[config.mk]
export PLATFORM = sky130hd
export DESIGN_NAME = spi_slave_flat
export DESIGN_NICKNAME = d
export VERILOG_FILES = /design/src/rtl/spi_pkg.sv /design/src/rtl/spi_slave_if.sv /design/src/rtl/spi_tx_shifter.sv /design/src/rtl/spi_slave.sv /design/src/flat_wrapper.sv
export SDC_FILE = /design/constraint.sdc
export NUM_CORES = 1
export LEC_CHECK = 0
export CORE_ASPECT_RATIO = 0.6
export CORE_MARGIN = 8
export CORE_UTILIZATION = 53
export CTS_CLUSTER_SIZE = 10
export DETAILED_ROUTE_END_ITERATION = 8
export PLACE_DENSITY = 0.83
export SLEW_MARGIN = 20
export SYNTH_ARGS = -nofsm -noshare
export SYNTH_HDL_FRONTEND = slang
export SYNTH_SLANG_ARGS = --single-unit
[constraint.sdc]
create_clock -name clk -period 1.7 [get_ports clk]
set_input_delay 0.17 -clock clk [delete_from_list [all_inputs] [get_ports clk]]
set_output_delay 0.17 -clock clk [all_outputs]
set_load 0.1 [all_outputs]
[src/rtl/spi_pkg.sv]
// Shared constants and types for the SPI slave front end.
package spi_pkg;

  localparam int FRAME_W = 10;
  localparam int DATA_W  = 8;
  localparam int CNT_W   = $clog2(FRAME_W + 1);

  typedef enum logic [2:0] {
    IDLE,
    CHK_CMD,
    WRITE,
    READ_ADD,
    READ_DATA
  } state_t;

  // Command field carried in frame bits [9:8].
  typedef enum logic [1:0] {
    WR_ADDR = 2'b00,
    WR_DATA = 2'b01,
    RD_ADDR = 2'b10,
    RD_DATA = 2'b11
  } cmd_t;

endpackage

[src/rtl/spi_slave_if.sv]
// SPI pins plus the rx/tx handshake toward the downstream memory.
interface spi_slave_if;
  import spi_pkg::*;

  logic               SS_n;
  logic               MOSI;
  logic               MISO;
  logic [FRAME_W-1:0] rx_data;
  logic               rx_valid;
  logic [DATA_W-1:0]  tx_data;
  logic               tx_valid;

  modport slave (
    input  SS_n, MOSI, tx_data, tx_valid,
    output MISO, rx_data, rx_valid
  );

  modport master (
    output SS_n, MOSI, tx_data, tx_valid,
    input  MISO, rx_data, rx_valid
  );

endinterface

[src/rtl/spi_tx_shifter.sv]
// Parallel-in serial-out reply shifter; MISO is a register and is 0 while idle.
module spi_tx_shifter
  import spi_pkg::*;
(
  input  logic              clk,
  input  logic              rst,
  input  logic              clr,
  input  logic              load,
  input  logic [DATA_W-1:0] din,
  output logic              miso,
  output logic              busy
);

  logic [DATA_W-1:0] sreg;
  logic [2:0]        cnt;

  // The MSB goes straight to MISO on load, so cnt tracks the bits still queued in sreg.
  always_ff @(posedge clk) begin
    if (rst || clr) begin
      sreg <= '0;
      cnt  <= '0;
      busy <= 1'b0;
      miso <= 1'b0;
    end else if (load) begin
      miso <= din[DATA_W-1];
      sreg <= {din[DATA_W-2:0], 1'b0};
      cnt  <= 3'(DATA_W - 1);
      busy <= 1'b1;
    end else if (busy) begin
      if (cnt != '0) begin
        miso <= sreg[DATA_W-1];
        sreg <= {sreg[DATA_W-2:0], 1'b0};
        cnt  <= cnt - 1'b1;
      end else begin
        miso <= 1'b0;
        busy <= 1'b0;
      end
    end
  end

endmodule

[src/rtl/spi_slave.sv]
// SPI slave: frames 10-bit commands from MOSI and serialises the memory read reply on MISO.
module spi_slave
  import spi_pkg::*;
(
  input  logic        clk,
  input  logic        rst,
  spi_slave_if.slave  bus
);

  state_t             state, state_nxt;
  logic [CNT_W-1:0]   bit_cnt;
  logic [FRAME_W-2:0] shreg;
  logic [FRAME_W-1:0] rx_data_q;
  logic               rx_valid_q;
  logic               rd_addr_done;
  logic               await_rd;
  logic               shifting;
  logic               frame_done;
  logic               tx_load;
  logic               miso;
  logic               tx_busy;

  assign shifting   = (state == WRITE) || (state == READ_ADD) || (state == READ_DATA);
  // An SS_n rise on the tenth-bit edge still counts as an abort.
  assign frame_done = shifting && !bus.SS_n && (bit_cnt == CNT_W'(FRAME_W - 1));
  assign tx_load    = await_rd && bus.tx_valid && !bus.SS_n;

  always_ff @(posedge clk) begin
    if (rst) state <= IDLE;
    else     state <= state_nxt;
  end

  always_comb begin
    state_nxt = state;
    case (state)
      IDLE:    if (!bus.SS_n) state_nxt = CHK_CMD;
      CHK_CMD: begin
        if (bus.SS_n)          state_nxt = IDLE;
        else if (!bus.MOSI)    state_nxt = WRITE;
        else if (rd_addr_done) state_nxt = READ_DATA;
        else                   state_nxt = READ_ADD;
      end
      default: if (bus.SS_n) state_nxt = IDLE;
    endcase
  end

  always_ff @(posedge clk) begin
    if (rst) begin
      bit_cnt      <= '0;
      shreg        <= '0;
      rx_data_q    <= '0;
      rx_valid_q   <= 1'b0;
      rd_addr_done <= 1'b0;
      await_rd     <= 1'b0;
    end else begin
      rx_valid_q <= frame_done;
      if (frame_done) rx_data_q <= {shreg, bus.MOSI};

      // Once the frame is full the counter parks at FRAME_W and MOSI is ignored.
      if (bus.SS_n || state == IDLE) begin
        bit_cnt <= '0;
      end else if (state == CHK_CMD || (shifting && bit_cnt != CNT_W'(FRAME_W))) begin
        shreg   <= {shreg[FRAME_W-3:0], bus.MOSI};
        bit_cnt <= bit_cnt + 1'b1;
      end

      if (frame_done && state == READ_ADD)       rd_addr_done <= 1'b1;
      else if (frame_done && state == READ_DATA) rd_addr_done <= 1'b0;

      // Exactly one reply is accepted per READ_DATA frame.
      if (bus.SS_n)                               await_rd <= 1'b0;
      else if (frame_done && state == READ_DATA)  await_rd <= 1'b1;
      else if (tx_load)                           await_rd <= 1'b0;
    end
  end

  spi_tx_shifter u_tx (
    .clk  (clk),
    .rst  (rst),
    .clr  (bus.SS_n),
    .load (tx_load),
    .din  (bus.tx_data),
    .miso (miso),
    .busy (tx_busy)
  );

  assign bus.MISO     = miso;
  assign bus.rx_data  = rx_data_q;
  assign bus.rx_valid = rx_valid_q;

  a_rx_pulse:  assert property (@(posedge clk) disable iff (rst) rx_valid_q |=> !rx_valid_q);
  a_miso_idle: assert property (@(posedge clk) disable iff (rst) !tx_busy |-> !miso);
  a_one_reply: assert property (@(posedge clk) disable iff (rst) !(await_rd && tx_busy));

endmodule

[src/flat_wrapper.sv]
// flat-port wrapper written by rule: the top's interface ports become plain ports
module spi_slave_flat import spi_pkg::*;
  (clk, rst, bus_SS_n, bus_MOSI, bus_tx_data, bus_tx_valid, bus_MISO, bus_rx_data, bus_rx_valid);
  spi_slave_if bus_i ();
  input  logic clk;
  input  logic rst;
  input wire logic [$bits(bus_i.SS_n)-1:0] bus_SS_n;
  input wire logic [$bits(bus_i.MOSI)-1:0] bus_MOSI;
  input wire logic [$bits(bus_i.tx_data)-1:0] bus_tx_data;
  input wire logic [$bits(bus_i.tx_valid)-1:0] bus_tx_valid;
  output wire logic [$bits(bus_i.MISO)-1:0] bus_MISO;
  output wire logic [$bits(bus_i.rx_data)-1:0] bus_rx_data;
  output wire logic [$bits(bus_i.rx_valid)-1:0] bus_rx_valid;
  assign bus_i.SS_n = bus_SS_n;
  assign bus_i.MOSI = bus_MOSI;
  assign bus_i.tx_data = bus_tx_data;
  assign bus_i.tx_valid = bus_tx_valid;
  assign bus_MISO = bus_i.MISO;
  assign bus_rx_data = bus_i.rx_data;
  assign bus_rx_valid = bus_i.rx_valid;
  spi_slave u_core (.clk(clk), .rst(rst), .bus(bus_i));
endmodule
Word level (Yosys, flattened, before mapping):

Index checks and enable logic that the tools add are counted.

* register bits: 41
* input port bits: 13
* output and inout bits: 12
* word-level logic and storage cells: 68

* $add $sub $neg: 2
* equality and inequality tests: 7
* muxes and demuxes: 22
* bitwise gates (word level): 1
* reductions and logical operators: 25

Operators with widths (number)
* two-way mux 3 bit: 8
* two-way mux 8 bit: 3
* two-way mux 1 bit: 10
* nonzero test 2 bit: 4
* logical AND 1 bit: 7
* == test 3 x 2 -> 1 bit, second input constant: 2
* one-hot mux 3 bit (2 select lines): 1
* AND reduction 2 bit: 3
* nonzero test 3 bit: 2
* logical OR 1 bit: 5
* adder 4 x 1 -> 4 bit, second input constant: 1
* == test 4 bit, second input constant: 1
* inequality test 4 bit, second input constant: 1
* OR reduction 2 bit: 2
* == test 3 x 1 -> 1 bit, second input constant: 1
* == test 3 bit, second input constant: 1
* logical NOT 3 bit: 1
* subtractor 3 x 1 -> 3 bit, second input constant: 1
* inequality test 2 bit, second input constant: 1
* logical NOT 1 bit: 1
* inverter 1 bit: 1

Logic depth before layout (Yosys ltp):

* depth after elaboration: 8
* mapped depth: 7
* gate-level depth less buffers: 6

Cells and area by module:

From an unflattened synthesis, not the netlist that was laid out.

* cell total of the unflattened synthesis: 197
* area total of the unflattened synthesis: 1865.5 um^2

By module, submodules not included
* spi_slave: times used 1, cells an instance 130, area an instance 1270.0 um^2, seq. area each 580.6 um^2
* spi_tx_shifter: times used 1, cells an instance 67, area an instance 595.6 um^2, seq. area each 240.2 um^2

Least setup slack after synthesis:

Ideal clock, no wire load.

* kind: register to register
* from: register u_core.bit_cnt[1]
* to: register u_core.rx_data_q[0] (netlist: u_core.bus.rx_data[0])
* setup time: 128 ps
* arrival time: 1317 ps
* data required time: 1572 ps
* path slack: 255 ps
* cell stages (with the launch flop): 8
* buffers on the path: 1
* period minus slack after synthesis: 1445 ps
* cells stage by stage: dfxtp_1 inv_1 ha_1 and4bb_2 o21ai_2 buf_4 mux2i_1 nor2_1

* word-level cells in the longest chain between the ends: 2

Ends and longest elaborated chain
* from (decl): line spi_slave.sv:11 `logic [CNT_W-1:0] bit_cnt;`
* from (signal assigned): line spi_slave.sv:64 `bit_cnt <= bit_cnt + 1'b1;`
* == test 4 bit: line spi_slave.sv:25 `assign frame_done = shifting && !bus.SS_n && (bit_cnt == CNT_W'(FRAME_W - 1));`
* logical AND 1 bit: line spi_slave.sv:25
* to (signal assigned): line spi_slave.sv:57 `if (frame_done) rx_data_q <= {shreg, bus.MOSI};`
* to (decl): line spi_slave.sv:13 `logic [FRAME_W-1:0] rx_data_q;`

Every way passes these cells.
A chain may end at the register's enable or synchronous reset.

Worst setup path in the final report:

* from: register u_core.state[2]
* to: register u_core.shreg[5]

* word-level cells in the longest chain between the ends: 6
* elaborated cells between the ends (all ways): 12
* those cells by class: eq/ne (4); bitwise (1); reduce/logical (7)

Ends and longest elaborated chain
* from (decl): line spi_slave.sv:10 `state_t state, state_nxt;`
* from (signal assigned): line spi_slave.sv:30 `else state <= state_nxt;`
* == test 3 x 2 -> 1 bit: line spi_slave.sv:23 `assign shifting = (state == WRITE) || (state == READ_ADD) || (state == READ_DATA);`
* logical OR 1 bit (2 in series): line spi_slave.sv:23
* logical AND 1 bit: line spi_slave.sv:62 `end else if (state == CHK_CMD || (shifting && bit_cnt != CNT_W'(FRAME_W))) begin`
* logical OR 1 bit: line spi_slave.sv:62
* AND reduction 2 bit (no source line) *
* to (signal assigned): line spi_slave.sv:63 `shreg <= {shreg[FRAME_W-3:0], bus.MOSI};`
* to (decl): line spi_slave.sv:12 `logic [FRAME_W-2:0] shreg;`

Mark *: on every way between the ends. The rest lies on a longest branch, timed or not.

==> qor.csv <==
stage;metric;value;unit
global_routing;Top Usage Layer GRT;met2;
clocking;Worst-Skew Late Latency;0.29;ns
power_and_ir_drop;PD cells;773;nW/um^2
layout;nets;232;
power_and_ir_drop;LEAKAGE;0.925;nW
layout;Fillers;275;
global_routing;GR Util met3;0.0580;
placement;number of placed instances, taps included;252;
clocking;CTS clk-pin slew, worst paths;0.07;ns
logic_synthesis;synth cell count leaders;41 x dfxtp_1, 27 x mux2i_1, 24 x nor2_1;
global_routing;GRT Overall Usage;0.137;
power_and_ir_drop;VDD IR max;0.404;mV
placement;routability congestion estimate;0.798;
clocking;number of H-tree levels;2;
logic_synthesis;top-area cell type share of the netlist area;0.461;
floorplanning;Rows;16;
global_routing;GR Util met2;0.245;
floorplanning;core area;3240;um^2
global_routing;routing usage on met1;0.142;
logic_synthesis;synth unique cells;37;
setup_path;crit start category;flop;
logic_synthesis;Synth Flop Type;dfxtp_1;
floorplanning;num ports;25;
clocking;maximum clock insertion buffer count;2;
route;Initial DRC Count;42;
route;remaining antenna violation count;0;
sta;pins over their slew limit;0;
logic_synthesis;Async S/R FF share, synth;0;
route;total wire length;3580;um
route;Via Count;1381;
logic_synthesis;sequential share of the synthesized area;0.461;
logic_synthesis;count leader, synth;dfxtp_1;
setup_path;Worst EP arrival;1.83;ns
layout;n_diodes;0;
clocking;number of buffers added for setup after CTS;0;
placement;detailed placement HPWL;2610;um
setup_path;critical path required time;1.92;ns
flow_run;Max Cap Viol;0;
min_path;Hold Path Class;input pin to flop;
global_routing;aggregate global routing overflow;0;
global_routing;initial antenna violation count;0;
sta;Setup-failing EPs final;0;
logic_synthesis;Syn Inst Count;185;
placement;Port-buffer cells;24;
clocking;Clock Sinks;41;
sta;setup TNS;0;ns
logic_synthesis;area leader, netlist;dfxtp_1;
layout;Area Overhead vs Synth;21.0;%
logic_synthesis;Post-synth EDFFs;0;
setup_path;worst-path fanout max;9;
logic_synthesis;top post-synthesis cells by area;dfxtp_1 46%, mux2i_1 15%, nor2_1 5.1%;
logic_synthesis;warnings from Yosys;0;
route;TritonRoute pass-1 iters;4;
global_routing;largest net degree at the start of global routing;23;
sta;fin crit share;0.942;
global_routing;vias in the first global route;1378;
sta;Worst-Margin Slew;0.478;ns
clocking;root buf cell;clkbuf_8;
route;Routed wire per std cell;13.8;um
floorplanning;Die Footprint;5530;um^2
layout;Finished Layout Cells;260;
sta;Final Hold Slack;0.433;ns
floorplanning;Die H;60.9;um
logic_synthesis;synthesized net count;203;
setup_path;Crit. End Element;flop;
sta;Fmax achieved;0.624;GHz
sta;Hold Violations, Final;0;
layout;share of cells above drive strength 1;0.167;
floorplanning;Starting Density;0.549;
sta;fin crit period;1.60;ns
setup_path;Setup CP Type;flop to flop;
logic_synthesis;Seq cells post-synth;41;
global_routing;first-pass GRT wire length;5960;um
route;Via density;5.31;
status;status;complete, no violations;
layout;Core Util, Final;0.664;
route;# DRC;0;
clocking;CTS tree;built;
sta;Setup Skew;0.00422;ns
clocking;CTS buffer count;5;
logic_synthesis;Syn Area/Cell;9.62;um^2
sta;RSZ-0062 raised after global routing;no;
power_and_ir_drop;final total power;0.00167;W
sta;normalized max-slew margin;0.680;
setup_path;flop-to-flop setup slack;0.1;ns
floorplanning;Die X-Extent;90.8;um
logic_synthesis;synthesized area;1780;um^2
[critical path, cell delays in order (launching register included)]
cell and delay (ns):
dfxtp_1 0.44, nor3b_4 0.34, o21ai_2 0.11, a211oi_2 0.23, buf_6 0.20, mux2i_1 0.20
[worst paths after layout]
check | from | endpoint | depth (start not counted)
setup / recovery | u_core.state[2] | u_core.shreg[5] | 5
hold / removal | bus_tx_data[0] | u_core.u_tx.sreg[1] | 3
setup reg to reg | u_core.state[2] | u_core.shreg[5] | 5
hold reg to reg | u_core.shreg[8] | u_core.shreg[8] | 2
[sequential cells by signal, summed over array words and instances, names as in the netlist]
register / flops
u_core.bus.rx_valid: 1
u_core.u_tx.busy: 1
u_core.shreg: 9
u_core.u_tx.cnt: 3
u_core.state: 3
u_core.u_tx.sreg: 7
u_core.bit_cnt: 4
u_core.u_tx.miso: 1
u_core.rd_addr_done: 1
u_core.await_rd: 1
u_core.bus.rx_data: 10
[cell usage in the layout (no fill, tap or decap), types with 2 or more instances in the layout]
| cell | n |
|---|---|
| clkbuf_8 | 5 |
| a21oi_1 | 7 |
| nor2_1 | 24 |
| buf_4 | 19 |
| clkdlybuf4s50_1 | 12 |
| nand3b_1 | 2 |
| nand2b_1 | 11 |
| ha_1 | 5 |
| a31oi_1 | 3 |
| inv_1 | 10 |
| or3_1 | 2 |
| clkinv_2 | 2 |
| o21ai_0 | 4 |
| and3_1 | 2 |
| dfxtp_1 | 40 |
| nand2_1 | 6 |
| nand3_1 | 5 |
| nor3_1 | 3 |
| a211oi_1 | 6 |
| mux2i_1 | 27 |
[where the power goes]
group          switching (W)   total, W  leakage (nW)  internal, W
clock network       0.000322   0.000607        0.0450     0.000284
logic              0.0000403  0.0000884         0.549    0.0000481
registers         0.00000708   0.000970         0.331     0.000963
total               0.000370    0.00167         0.925      0.00130
[what timing repair did]
item,4_1_cts,5_1_grt
gates resized for setup,1,2
endpoints found under the setup margin,6,9
hold buffers,0,0
cloned,0,0
[metrics by stage]
stage	cell area [um^2]	setup slack (ns)
2_1_floorplan	1780	0.255
3_3_place_gp	2060	0.0465
3_5_place_dp	2060	-0.0277
4_1_cts	2150	0.0857
5_1_grt	2150	0.00637
6_report	2150	0.0985
[final cells by class]
class	count	area [um^2]	share of cell area
inverter	10	37.5	0.0174
clock buffer	6	72.6	0.0337
clock inverter	2	10.0	0.00465
sequential	41	822	0.382
multi-input combinational	124	881	0.409
timing repair buffer	32	274	0.127
tap	45	56.3	0.0261
[per-layer routing]
| metal | up-vias | part of all wire |
|---|---|---|
| met2 | 19 | 0.50 |
| met1 | 659 | 0.45 |
| met4 | 0 | 0.0075 |
| met5 | - | 0 |
| li1 | 701 | - |
| met3 | 2 | 0.044 |
[logic make-up after synthesis]
kind of cell    synth area share
fa+ha+maj                 0.0352
mux                        0.152
buf+inv                   0.0478
compound gates             0.122
simple gates               0.177
xor+xnor                 0.00492
flops                      0.461
Power figures use the tool's default switching activity.
==> RTL change (config.mk and constraints unchanged) <==
Set the package constant `DATA_W` to 7 (it was 8).
--- a/src/rtl/spi_pkg.sv
+++ b/src/rtl/spi_pkg.sv
@@ -2,7 +2,7 @@
 package spi_pkg;
 
   localparam int FRAME_W = 10;
-  localparam int DATA_W  = 8;
+  localparam int DATA_W  = 7;
   localparam int CNT_W   = $clog2(FRAME_W + 1);
 
   typedef enum logic [2:0] {
Ports: changed (resized bus_tx_data); port bits go from 25 to 24. The function was not compared with the original's and may differ.
==> RTL change against the unedited design <==
Worst setup slack lost 0.091 ns. Global-route usage grew 3.4 points. Total power grew 3.0%. Sequential cell count shrank 1. Critical endpoint is now u_core.shreg[7]. Cell area grew 1.3%. Clock skew grew 0.0071 ns. Synthesized area shrank 3.0%. Die area shrank 2.4%. Final cell count grew 0.38%. Hold slack lost 0.0092 ns. Critical path depth is the same. Combinational power grew 27%. Wire length grew 22%.
==> RTL change: results (changes against the unedited design) <==
Routed Wire Length=4360 um (was 3580 um); first-pass GRT wire length=6870 um (was 5960 um); status=finished, final reports clean (unchanged); largest net degree at the start of global routing=25 (was 23); Rel. slew slack=65.6% (was 68.0%); Initial DRC Count=99 (was 42); Synth cell types=38 (was 37); share of cells above drive strength 1=23.6% (was 16.7%); max incr delay on CP=0.38 ns (was 0.44 ns); slowest stage cell, crit path=a311o_1 (was dfxtp_1); syn_area_per_cell=9.75 sq um (was 9.62 sq um); M3 GR Usage=5.08% (was 5.80%); fillers=242 (was 275); critical path launch point=u_core.state[1] (was u_core.state[2]); met3 routed WL=283 um (was 156 um); vias in the first global route=1396 (was 1378); Worst VDD drop=0.368 mV (was 0.404 mV); grt met1 use=20.7% (was 14.2%); Clock Skews=0.0114 ns (was 0.00422 ns); critical path's top delay family=compound AO/OA/AOI/OAI gates (was flip-flops); Crit path arrival time=1.90 ns (was 1.83 ns); post-CTS setup buffer count=1 (was 0); sequential area share after synthesis=46.4% (was 46.1%); final cell count without fillers=261 (was 260); post-placement cell count=251 (was 252); Placer Congestion=0.925 (was 0.798); port bufs=23 (was 24); Area contributors post-synth=dfxtp_1 46%, mux2i_1 16%, nor2_1 4.6%, nand2b_1 4.4%, a21oi_1 3.5% (was dfxtp_1 46%, mux2i_1 15%, nor2_1 5.1%, nand2b_1 3.9%, ha_1 3.5%); Leak=0.932 nW (was 0.925 nW); hpwl dp=3020 um (was 2610 um); PwrDens=786 mW/mm^2 (was 773 mW/mm^2); Vias/cell=5.63 (was 5.31); Post-Syn Nets=192 (was 203); top cells by count, synth=40 x dfxtp_1, 27 x mux2i_1, 21 x nor2_1, 12 x a21oi_1, 12 x nand2b_1 (was 41 x dfxtp_1, 27 x mux2i_1, 24 x nor2_1, 11 x nand2b_1, 10 x inv_1)
RTL change: power breakdown:
part	total (W)	leakage (nW)	internal, W	switching [W]
clock	0.000659	0.0445	0.000330	0.000329
combinational	0.000112	0.562	0.0000602	0.0000519
sequential	0.000945	0.325	0.000939	0.00000609
RTL change: cells by family after synthesis:
kind of cell	synth area share, %
simple gates	18.6
flops	46.4
compound gates	12.8
mux	15.7
buf+inv	4.42
fa+ha+maj	2.18
RTL change: worst paths after layout:
kind,cells after the start,slack [ns],endpoint
worst max-delay path,5,0.008,u_core.shreg[7]
worst min register to register,2,0.49,u_core.u_tx.sreg[1]
worst min-delay path,3,0.42,u_core.u_tx.sreg[1]
worst max register to register,5,0.008,u_core.shreg[7]
RTL change: area by class of cell:
cell class,count,share of cell area [%]
Clock buffer,7,3.96
Clock inverter,1,0.344
Inverter,5,0.860
Multi-Input combinational cell,124,39.6
Sequential cell,40,37.2
Tap cell,45,2.58
Timing Repair Buffer,39,15.5
